==> config.mk <==
export PLATFORM = sky130hd
export DESIGN_NAME = pipe_ctrl
export DESIGN_NICKNAME = d
export VERILOG_FILES = /design/src/rtl/pipe_ctrl.sv
export SDC_FILE = /design/constraint.sdc
export NUM_CORES = 1
export LEC_CHECK = 0
export BUFFER_PORTS_ARGS = -buffer_cell sky130_fd_sc_hd__buf_2
export CAP_MARGIN = 20
export CORE_MARGIN = 8
export CORE_UTILIZATION = 46
export DETAILED_ROUTE_END_ITERATION = 6
export PLACE_DENSITY = 0.82
export SLEW_MARGIN = 20
export SYNTH_ARGS = -nofsm -noshare
export SYNTH_HDL_FRONTEND = slang
export SYNTH_SLANG_ARGS = --single-unit
==> constraint.sdc <==
create_clock -name i_clk -period 2 [get_ports i_clk]
set_input_delay 0.1 -clock i_clk [delete_from_list [all_inputs] [get_ports i_clk]]
set_output_delay 0.1 -clock i_clk [all_outputs]
set_load 0.01 [all_outputs]
==> src/rtl/pipe_ctrl.sv <==
// -----------------------------------------------------------------------------
// pipe_ctrl -- five-stage pipeline hazard / stall / trap controller
//
// Purpose:
//   Produces the per-stage clock enables and flushes for an IF/ID/EX/MEM/WB
//   pipeline. It handles EX-stage exceptions (flush and redirect to the trap
//   vector), data-memory wait states with a bus-error timeout, taken branches
//   and load-use stalls. Enables and flushes are combinational from the current
//   state and inputs. The redirect, the bus error and the wait counter are
//   registered.
//
// Ports:
//   i_clk               clock
//   i_rst_n             asynchronous active-low reset
//   i_exception_code_e  EX-stage exception code, 4'b1111 = none
//   i_trap_pc           trap vector target (XW bits)
//   i_mem_req_m         MEM-stage instruction accesses data memory
//   i_mem_ack           data memory completes the access this cycle
//   i_load_use_haz      ID instruction needs a load result from EX
//   i_branch_taken_e    EX branch/jump taken
//   o_pc_en .. o_mem_wb_en              stage clock enables
//   o_if_id_flush .. o_ex_mem_flush     stage flushes
//   o_redirect_valid / o_redirect_pc    PC redirect to the trap vector
//   o_bus_err           one-cycle memory-timeout pulse
//   o_state             RUN=00, MEM_WAIT=01, TRAP_FLUSH=10
// -----------------------------------------------------------------------------

`ifndef XLEN_32b
`define XLEN_32b 1
`endif
`ifndef XLEN_64b
`define XLEN_64b 2
`endif

module pipe_ctrl #(
  parameter int XLEN        = `XLEN_64b,
  parameter int MEM_TIMEOUT = 15,
  localparam int XW         = 1 << (XLEN + 4)
) (
  input  logic          i_clk,
  input  logic          i_rst_n,
  input  logic [3:0]    i_exception_code_e,
  input  logic [XW-1:0] i_trap_pc,
  input  logic          i_mem_req_m,
  input  logic          i_mem_ack,
  input  logic          i_load_use_haz,
  input  logic          i_branch_taken_e,
  output logic          o_pc_en,
  output logic          o_if_id_en,
  output logic          o_id_ex_en,
  output logic          o_ex_mem_en,
  output logic          o_mem_wb_en,
  output logic          o_if_id_flush,
  output logic          o_id_ex_flush,
  output logic          o_ex_mem_flush,
  output logic          o_redirect_valid,
  output logic [XW-1:0] o_redirect_pc,
  output logic          o_bus_err,
  output logic [1:0]    o_state
);

  localparam int CNT_W = $clog2(MEM_TIMEOUT + 1);
  // Counter value seen in the last MEM_WAIT cycle before a timeout fires.
  localparam logic [CNT_W-1:0] CNT_LAST = CNT_W'(MEM_TIMEOUT - 1);
  localparam logic [3:0] EXC_NONE = 4'b1111;

  // Bit positions inside the packed enable / flush vectors.
  localparam int EN_PC     = 4;
  localparam int EN_IF_ID  = 3;
  localparam int EN_ID_EX  = 2;
  localparam int EN_EX_MEM = 1;
  localparam int EN_MEM_WB = 0;
  localparam int FL_IF_ID  = 2;
  localparam int FL_ID_EX  = 1;
  localparam int FL_EX_MEM = 0;

  typedef enum logic [1:0] {
    ST_RUN        = 2'b00,
    ST_MEM_WAIT   = 2'b01,
    ST_TRAP_FLUSH = 2'b10
  } state_e;

  state_e           state_reg, state_next;
  logic [CNT_W-1:0] cnt_reg, cnt_next;
  logic [XW-1:0]    redirect_pc_reg, redirect_pc_next;
  logic             redirect_valid_reg, redirect_valid_next;
  logic             bus_err_reg, bus_err_next;

  logic [4:0]       en_next;
  logic [2:0]       flush_next;
  logic [4:0]       en_gated;
  logic [2:0]       flush_gated;

  logic             exc_e;
  logic             mem_stall;
  logic             wait_timeout;

  assign exc_e        = (i_exception_code_e != EXC_NONE);
  assign mem_stall    = i_mem_req_m & ~i_mem_ack;
  assign wait_timeout = (cnt_reg == CNT_LAST);

  // ---------------------------------------------------------------------------
  // State register plus registered redirect, bus-error pulse and wait counter.
  // ---------------------------------------------------------------------------
  always_ff @(posedge i_clk or negedge i_rst_n) begin
    if (!i_rst_n) begin
      state_reg          <= ST_RUN;
      cnt_reg            <= '0;
      redirect_pc_reg    <= '0;
      redirect_valid_reg <= 1'b0;
      bus_err_reg        <= 1'b0;
    end else begin
      state_reg          <= state_next;
      cnt_reg            <= cnt_next;
      redirect_pc_reg    <= redirect_pc_next;
      redirect_valid_reg <= redirect_valid_next;
      bus_err_reg        <= bus_err_next;
    end
  end

  // ---------------------------------------------------------------------------
  // Next-state and same-cycle enables / flushes.
  // ---------------------------------------------------------------------------
  always_comb begin
    state_next       = state_reg;
    cnt_next         = cnt_reg;
    redirect_pc_next = redirect_pc_reg;
    bus_err_next     = 1'b0;
    en_next          = 5'b11111;
    flush_next       = 3'b000;

    case (state_reg)
      ST_MEM_WAIT: begin
        // The pipe is frozen. Exceptions and hazards are ignored because the
        // stalled EX instruction presents them again once the pipe moves.
        if (i_mem_ack) begin
          // Ack wins over a coincident timeout: the access completed.
          state_next = ST_RUN;
        end else if (wait_timeout) begin
          en_next                = 5'b00000;
          flush_next[FL_EX_MEM]  = 1'b1;
          redirect_pc_next       = i_trap_pc;
          bus_err_next           = 1'b1;
          state_next             = ST_TRAP_FLUSH;
        end else begin
          en_next = 5'b00000;
          // Saturate so the counter can never wrap back into a live range.
          if (cnt_reg != {CNT_W{1'b1}}) begin
            cnt_next = cnt_reg + CNT_W'(1);
          end
        end
      end

      ST_TRAP_FLUSH: begin
        // Single cycle in which the redirect is visible. Kill the wrong-path
        // fetch that is sitting in IF/ID.
        flush_next[FL_IF_ID] = 1'b1;
        state_next           = ST_RUN;
      end

      default: begin
        // RUN. The unreachable encoding 2'b11 behaves exactly like RUN.
        state_next = ST_RUN;
        if (exc_e) begin
          flush_next       = 3'b111;
          redirect_pc_next = i_trap_pc;
          state_next       = ST_TRAP_FLUSH;
        end else if (mem_stall) begin
          en_next    = 5'b00000;
          cnt_next   = '0;
          state_next = ST_MEM_WAIT;
        end else if (i_branch_taken_e) begin
          // A taken branch already discards the younger instructions, so a
          // coincident load-use stall would only waste a cycle.
          flush_next[FL_IF_ID] = 1'b1;
          flush_next[FL_ID_EX] = 1'b1;
        end else if (i_load_use_haz) begin
          // Hold PC and IF/ID. Insert a bubble into EX.
          en_next[EN_PC]       = 1'b0;
          en_next[EN_IF_ID]    = 1'b0;
          flush_next[FL_ID_EX] = 1'b1;
        end
      end
    endcase

    redirect_valid_next = (state_next == ST_TRAP_FLUSH);
  end

  // ---------------------------------------------------------------------------
  // While reset is asserted every enable and flush is held low immediately,
  // without waiting for a clock edge.
  // ---------------------------------------------------------------------------
  genvar gi;
  generate
    for (gi = 0; gi < 5; gi++) begin : g_en_gate
      assign en_gated[gi] = en_next[gi] & i_rst_n;
    end
    for (gi = 0; gi < 3; gi++) begin : g_flush_gate
      assign flush_gated[gi] = flush_next[gi] & i_rst_n;
    end
  endgenerate

  assign o_pc_en          = en_gated[EN_PC];
  assign o_if_id_en       = en_gated[EN_IF_ID];
  assign o_id_ex_en       = en_gated[EN_ID_EX];
  assign o_ex_mem_en      = en_gated[EN_EX_MEM];
  assign o_mem_wb_en      = en_gated[EN_MEM_WB];
  assign o_if_id_flush    = flush_gated[FL_IF_ID];
  assign o_id_ex_flush    = flush_gated[FL_ID_EX];
  assign o_ex_mem_flush   = flush_gated[FL_EX_MEM];

  assign o_redirect_valid = redirect_valid_reg;
  assign o_redirect_pc    = redirect_pc_reg;
  assign o_bus_err        = bus_err_reg;
  assign o_state          = state_reg;

endmodule
# --- Word-level counts from Yosys, hierarchy flattened ---
# Index checks and enable logic that the tools add are counted.
classes:
  add_sub_neg: 1
  bitwise: 11
  muxes: 34
  eq_ne: 11
  n_reduce_logical: 5
op_table:
  columns: ["operator", "count"]
  rows:
  - ["two-way mux 64 bit", 3]
  - ["case mux 64 bit (2 select lines)", 1]
  - ["two-way mux 4 bit", 5]
  - ["two-way mux 2 bit", 8]
  - ["two-way mux 5 bit", 2]
  - ["case mux 5 bit (2 select lines)", 1]
  - ["bitwise AND 1 bit", 9]
  - ["two-way mux 1 bit", 9]
  - ["inequality test 2 bit, second input constant", 4]
  - ["inequality test 4 bit, second input constant", 2]
  - ["case mux 4 bit (2 select lines)", 1]
  - ["AND reduction 6 bit", 1]
  - ["adder 4 x 1 -> 4 bit, second input constant", 1]
  - ["== test 2 bit, second input constant", 2]
  - ["== test 4 bit, second input constant", 1]
  - ["case mux 1 bit (2 select lines)", 2]
  - ["case mux 2 bit (2 select lines)", 1]
  - ["AND reduction 4 bit", 1]
  - ["nonzero test 2 bit", 2]
  - ["two-way mux 3 bit", 1]
  - ["== test 2 x 1 -> 1 bit, second input constant", 1]
  - ["inequality test 2 x 1 -> 1 bit, second input constant", 1]
  - ["NOT 1 bit", 2]
  - ["OR reduction 2 bit", 1]
word_totals:
  ff_bits: 72
  word_cells: 67

# --- Logic depth before layout (Yosys ltp) ---
logic_depth:
  ltp_word: 6
  mapped_depth: 7

# --- Least setup slack after synthesis ---
# OpenSTA, ideal clock, no wires.
synth_path:
  kind: "reg2reg"
  startpoint: "register state_reg[1] (netlist: o_state[1])"
  endpoint: "register redirect_pc_reg[0] (netlist: o_redirect_pc[0])"
  setup_ns: 0.125
  required_ns: 1.875
  setup_slack_ns: 0.105
  arrival_time_ns: 1.770
  stages_incl_launch_ff: 7
  path_cell_list: "dfrtp_1 inv_1 ha_1 nor3b_4 a22oi_4 buf_6 mux2_4"
synth_between:
  elab_chain_len: 3
  word_cells_on_any_way: 8
  classes_between: "4 x eq/ne; 1 x mux; 1 x bitwise; 2 x reduce/logical"
synth_rtl:
  columns: ["item", "line_no", "source"]
  rows:
  - ["start: declaration", "83", "state_e state_reg, state_next;"]
  - ["start signal: assignment", "113", "state_reg <= state_next;"]
  - ["== test 2 x 1 -> 1 bit or == test 2 bit (tied branches)", "132", "case (state_reg)"]
  - ["inequality test 2 bit (no source line), or another cell as far along", null, null]
  - ["AND reduction 4 bit (no source line)", null, null]
  - ["end signal: assignment", "115", "redirect_pc_reg <= redirect_pc_next;"]
  - ["end: declaration", "85", "logic [XW-1:0] redirect_pc_reg, redirect_pc_next;"]
# Parallel ways exist; a longest one is shown, timed or not.
# A chain may end at the register's enable or synchronous reset.

# --- Worst setup path after layout ---
layout_path:
  startpoint: "register state_reg[1] (netlist: o_state[1])"
  endpoint: "output port o_mem_wb_en"
layout_between:
  elab_chain_len: 3
  word_cells_on_any_way: 4
  classes_between: "2 x eq/ne; 1 x mux; 1 x bitwise"
layout_rtl:
  columns: ["item", "line_no", "source"]
  rows:
  - ["== test 2 bit or == test 2 x 1 -> 1 bit (tied branches)", "132", null]
  - ["case mux 5 bit (2 select lines) (*)", "132", null]
  - ["bitwise AND 1 bit (*)", "196", "assign en_gated[gi] = en_next[gi] & i_rst_n;"]
  - ["end: declaration", "52", "output logic o_mem_wb_en,"]
# Mark *: on every way between the ends. The rest lies on a longest branch, timed or not.

==> summary.txt <==
Final Critical Period = 1.939 ns
Ys Warns = 0
Detailed Place HPWL = 5844 um
worst r2r src = o_state[1]$_DFF_PN0_
syn_nets = 278
core area = 6756 um2
final number of hold-violating endpoints = 0
reg2reg end = o_redirect_pc[7]$_DFFE_PN0P_
clock root cell = clkbuf_8
post-detailed-route wirelength per cell = 17.98 um
R2R depth = 7
Reg clk slew, reported paths = 0.07 ns
DR iter-0 viols = 56
die area = 9899 um2
DIE WIDTH = 99.50 um
fmax = 0.5158 GHz
IO Port Bufs = 149
clock sink count = 72
Worst-Margin Slew = 0.5313 ns
largest net degree at the start of global routing = 45
most frequent cells in the layout = buf_2 (148), dfrtp_1 (72), dlygate4sd3_1 (61)
total leakage power = 0.002594 uW
Vert. Die Dim = 99.50 um
P&R area growth vs syn = 58.10%
DRC Markers = 0
CTS H-tree lvls = 3
Hold Path Depth = 2
status = finished, final reports clean
clock latency on the worst-skew pair = 0.33 ns
CTS buffer count = 9
initial antenna violation count = 0
final worst-path cycle share = 0.9693
Finished Core Util = 0.7504
Final setup viols = 0
number of synthesized register bits = 72
Bufs on Longest Clock Path = 2
share of layout cells above drive strength 1 = 0.5837
total global routing overflow = 0
data arrival time of the worst path = 1.84 ns
Via-to-Cell Ratio = 4.922
Final nets = 503
Seq/Total Area, Yosys = 0.5618
Slew HR = 0.6458
dpl cell area = 4044 um2
Synth Instances = 200
fin. max-slew vios = 0
# diodes = 0
DR pass1 iterations = 4
WP data required = 1.90 ns
vias in the first global route = 2865
Hold Path Origin = i_trap_pc[45]
r2r setup slk = 0.08 ns
row cnt = 30
GPL Wtd Cong = 0.8404
Routed Wire Length = 9169 um
vias = 2510
CTS tree = yes
synthesized area = 3207 um2
max FFs per register = 64
commonest non-fill, non-tap cell in the layout = buf_2
Starting Density = 0.4746
min-delay worst type = input port to flop
CP max FO = 6
PwrDens = 1310 nW/um2
Worst Skew = 0.01142 ns
worst vdd ir = 728.9 uV
final instance area = 5070 um2
total power = 6643 uW
number of max-cap violations = 0
first-pass GRT wire length = 14480 um
Post-DRT Antenna Nets = 0
Startpoint Class = flop
Total Routing Usage GR = 0.1823
I/O Pins = 150
WS Path Type = flop to output pin
crit end category = output pin
hold-critical path endpoint = o_redirect_pc[45]$_DFFE_PN0P_
average cell area after synthesis = 16.03 um2
synth unique cells = 31
cell usage after synthesis:
cell      count  area [um2]
dfrtp_1      72        1802
mux2_4       60       900.9
nand2_1       8       30.03
o21ai_0       8       40.04
buf_6         6       67.56
inv_1         6       22.52
a31oi_1       4       25.02
ha_1          4       50.05
mux2_2        4       45.04
buf_4         3       22.52
nand3_1       3       15.01
a22o_1        2       17.52
nor3b_1       2       15.01
a211o_1       1       8.760
a21boi_0      1       7.510
a21oi_1       1       5.000
a22oi_4       1       21.27
a41oi_1       1       8.760
and3_1        1       6.260
and3b_1       1       8.760
and4_1        1       8.760
clkbuf_1      1       3.750
nand2b_1      1       6.260
nand4_1       1       6.260
nor2_1        1       3.750
nor3b_4       1       18.77
nor4b_1       1       8.760
o211ai_1      1       7.510
o21ba_2       1       10.01
o22ai_1       1       6.260
o31ai_1       1       7.510
through the flow:
stage,hold WS (ns),std cells,worst slack (ns),setup TNS (ns)
after floorplan,-0.1956,200,0.1050,0
after global placement,0.05338,425,0.1015,0
after detailed placement,0.05714,425,0.02788,0
after CTS,0.0002907,502,-0.001222,-0.001222
after global routing,0.00008468,510,-0.007452,-0.01576
final,0.01758,510,0.06140,0
final cells by class:
type	instances	area [um2]
Sequential cell	72	1802
Fill cell	425	1687
Timing Repair Buffer	224	1582
Multi-Input combinational cell	112	1320
Clock buffer	9	123.9
Clock inverter	7	120.1
Tap cell	80	100.1
Inverter	6	22.52
per-layer routing:
metal / wire length (um) / track usage
met4: 88 / 0.06054
met5: 0 / 0
met2: 4669 / 0.3110
met1: 3847 / 0.2161
met3: 564 / 0.05028
timing repair:
item | 4_1_cts | 5_1_grt
hold endpoints to repair | 88 | 0
endpoints found under the setup margin | 4 | 54
pin swaps | 0 | 1
setup buffers | 0 | 5
gates resized for setup | 1 | 9
gates cloned | 0 | 3
hold buffers | 61 | 0
kinds of logic after synthesis:
group,Yosys count,share of synthesized area
AO/OA/AOI/OAI,23,0.05151
AND/OR/NAND/NOR,21,0.03980
flip-flops,72,0.5618
multiplexers,64,0.2950
adder cells (fa/ha/maj),4,0.01561
buffers and inverters,16,0.03628
critical path, stage by stage (launching register included):
cell and delay (ns):
dfrtp_1 0.44, inv_2 0.06, ha_2 0.19, buf_4 0.16
a211o_1 0.28, nand2_1 0.09, o21ba_4 0.17, buf_2 0.14
power breakdown:
group          leakage, uW  internal (uW)  switching (uW)  total (uW)
clock             0.000119            830             550        1380
combinational      0.00163           1670            1220        2890
sequential        0.000844           2020             347        2370
total              0.00259           4530            2120        6640
worst max-delay path by stage:
stage                           start                             to  slack, ns  cells past startpoint
6_report         o_state[1]$_DFF_PN0_                    o_mem_wb_en       0.06                      7
5_1_grt          o_state[1]$_DFF_PN0_                    o_ex_mem_en     -0.007                      7
4_1_cts        cnt_reg[0]$_DFFE_PN0P_  o_redirect_pc[12]$_DFFE_PN0P_     -0.001                      6
3_5_place_dp   cnt_reg[0]$_DFFE_PN0P_  o_redirect_pc[12]$_DFFE_PN0P_       0.03                      6
3_3_place_gp   cnt_reg[0]$_DFFE_PN0P_  o_redirect_pc[12]$_DFFE_PN0P_       0.10                      6
2_1_floorplan    o_state[1]$_DFF_PN0_   o_redirect_pc[0]$_DFFE_PN0P_       0.11                      6
(Power assumes the default switching activity.)
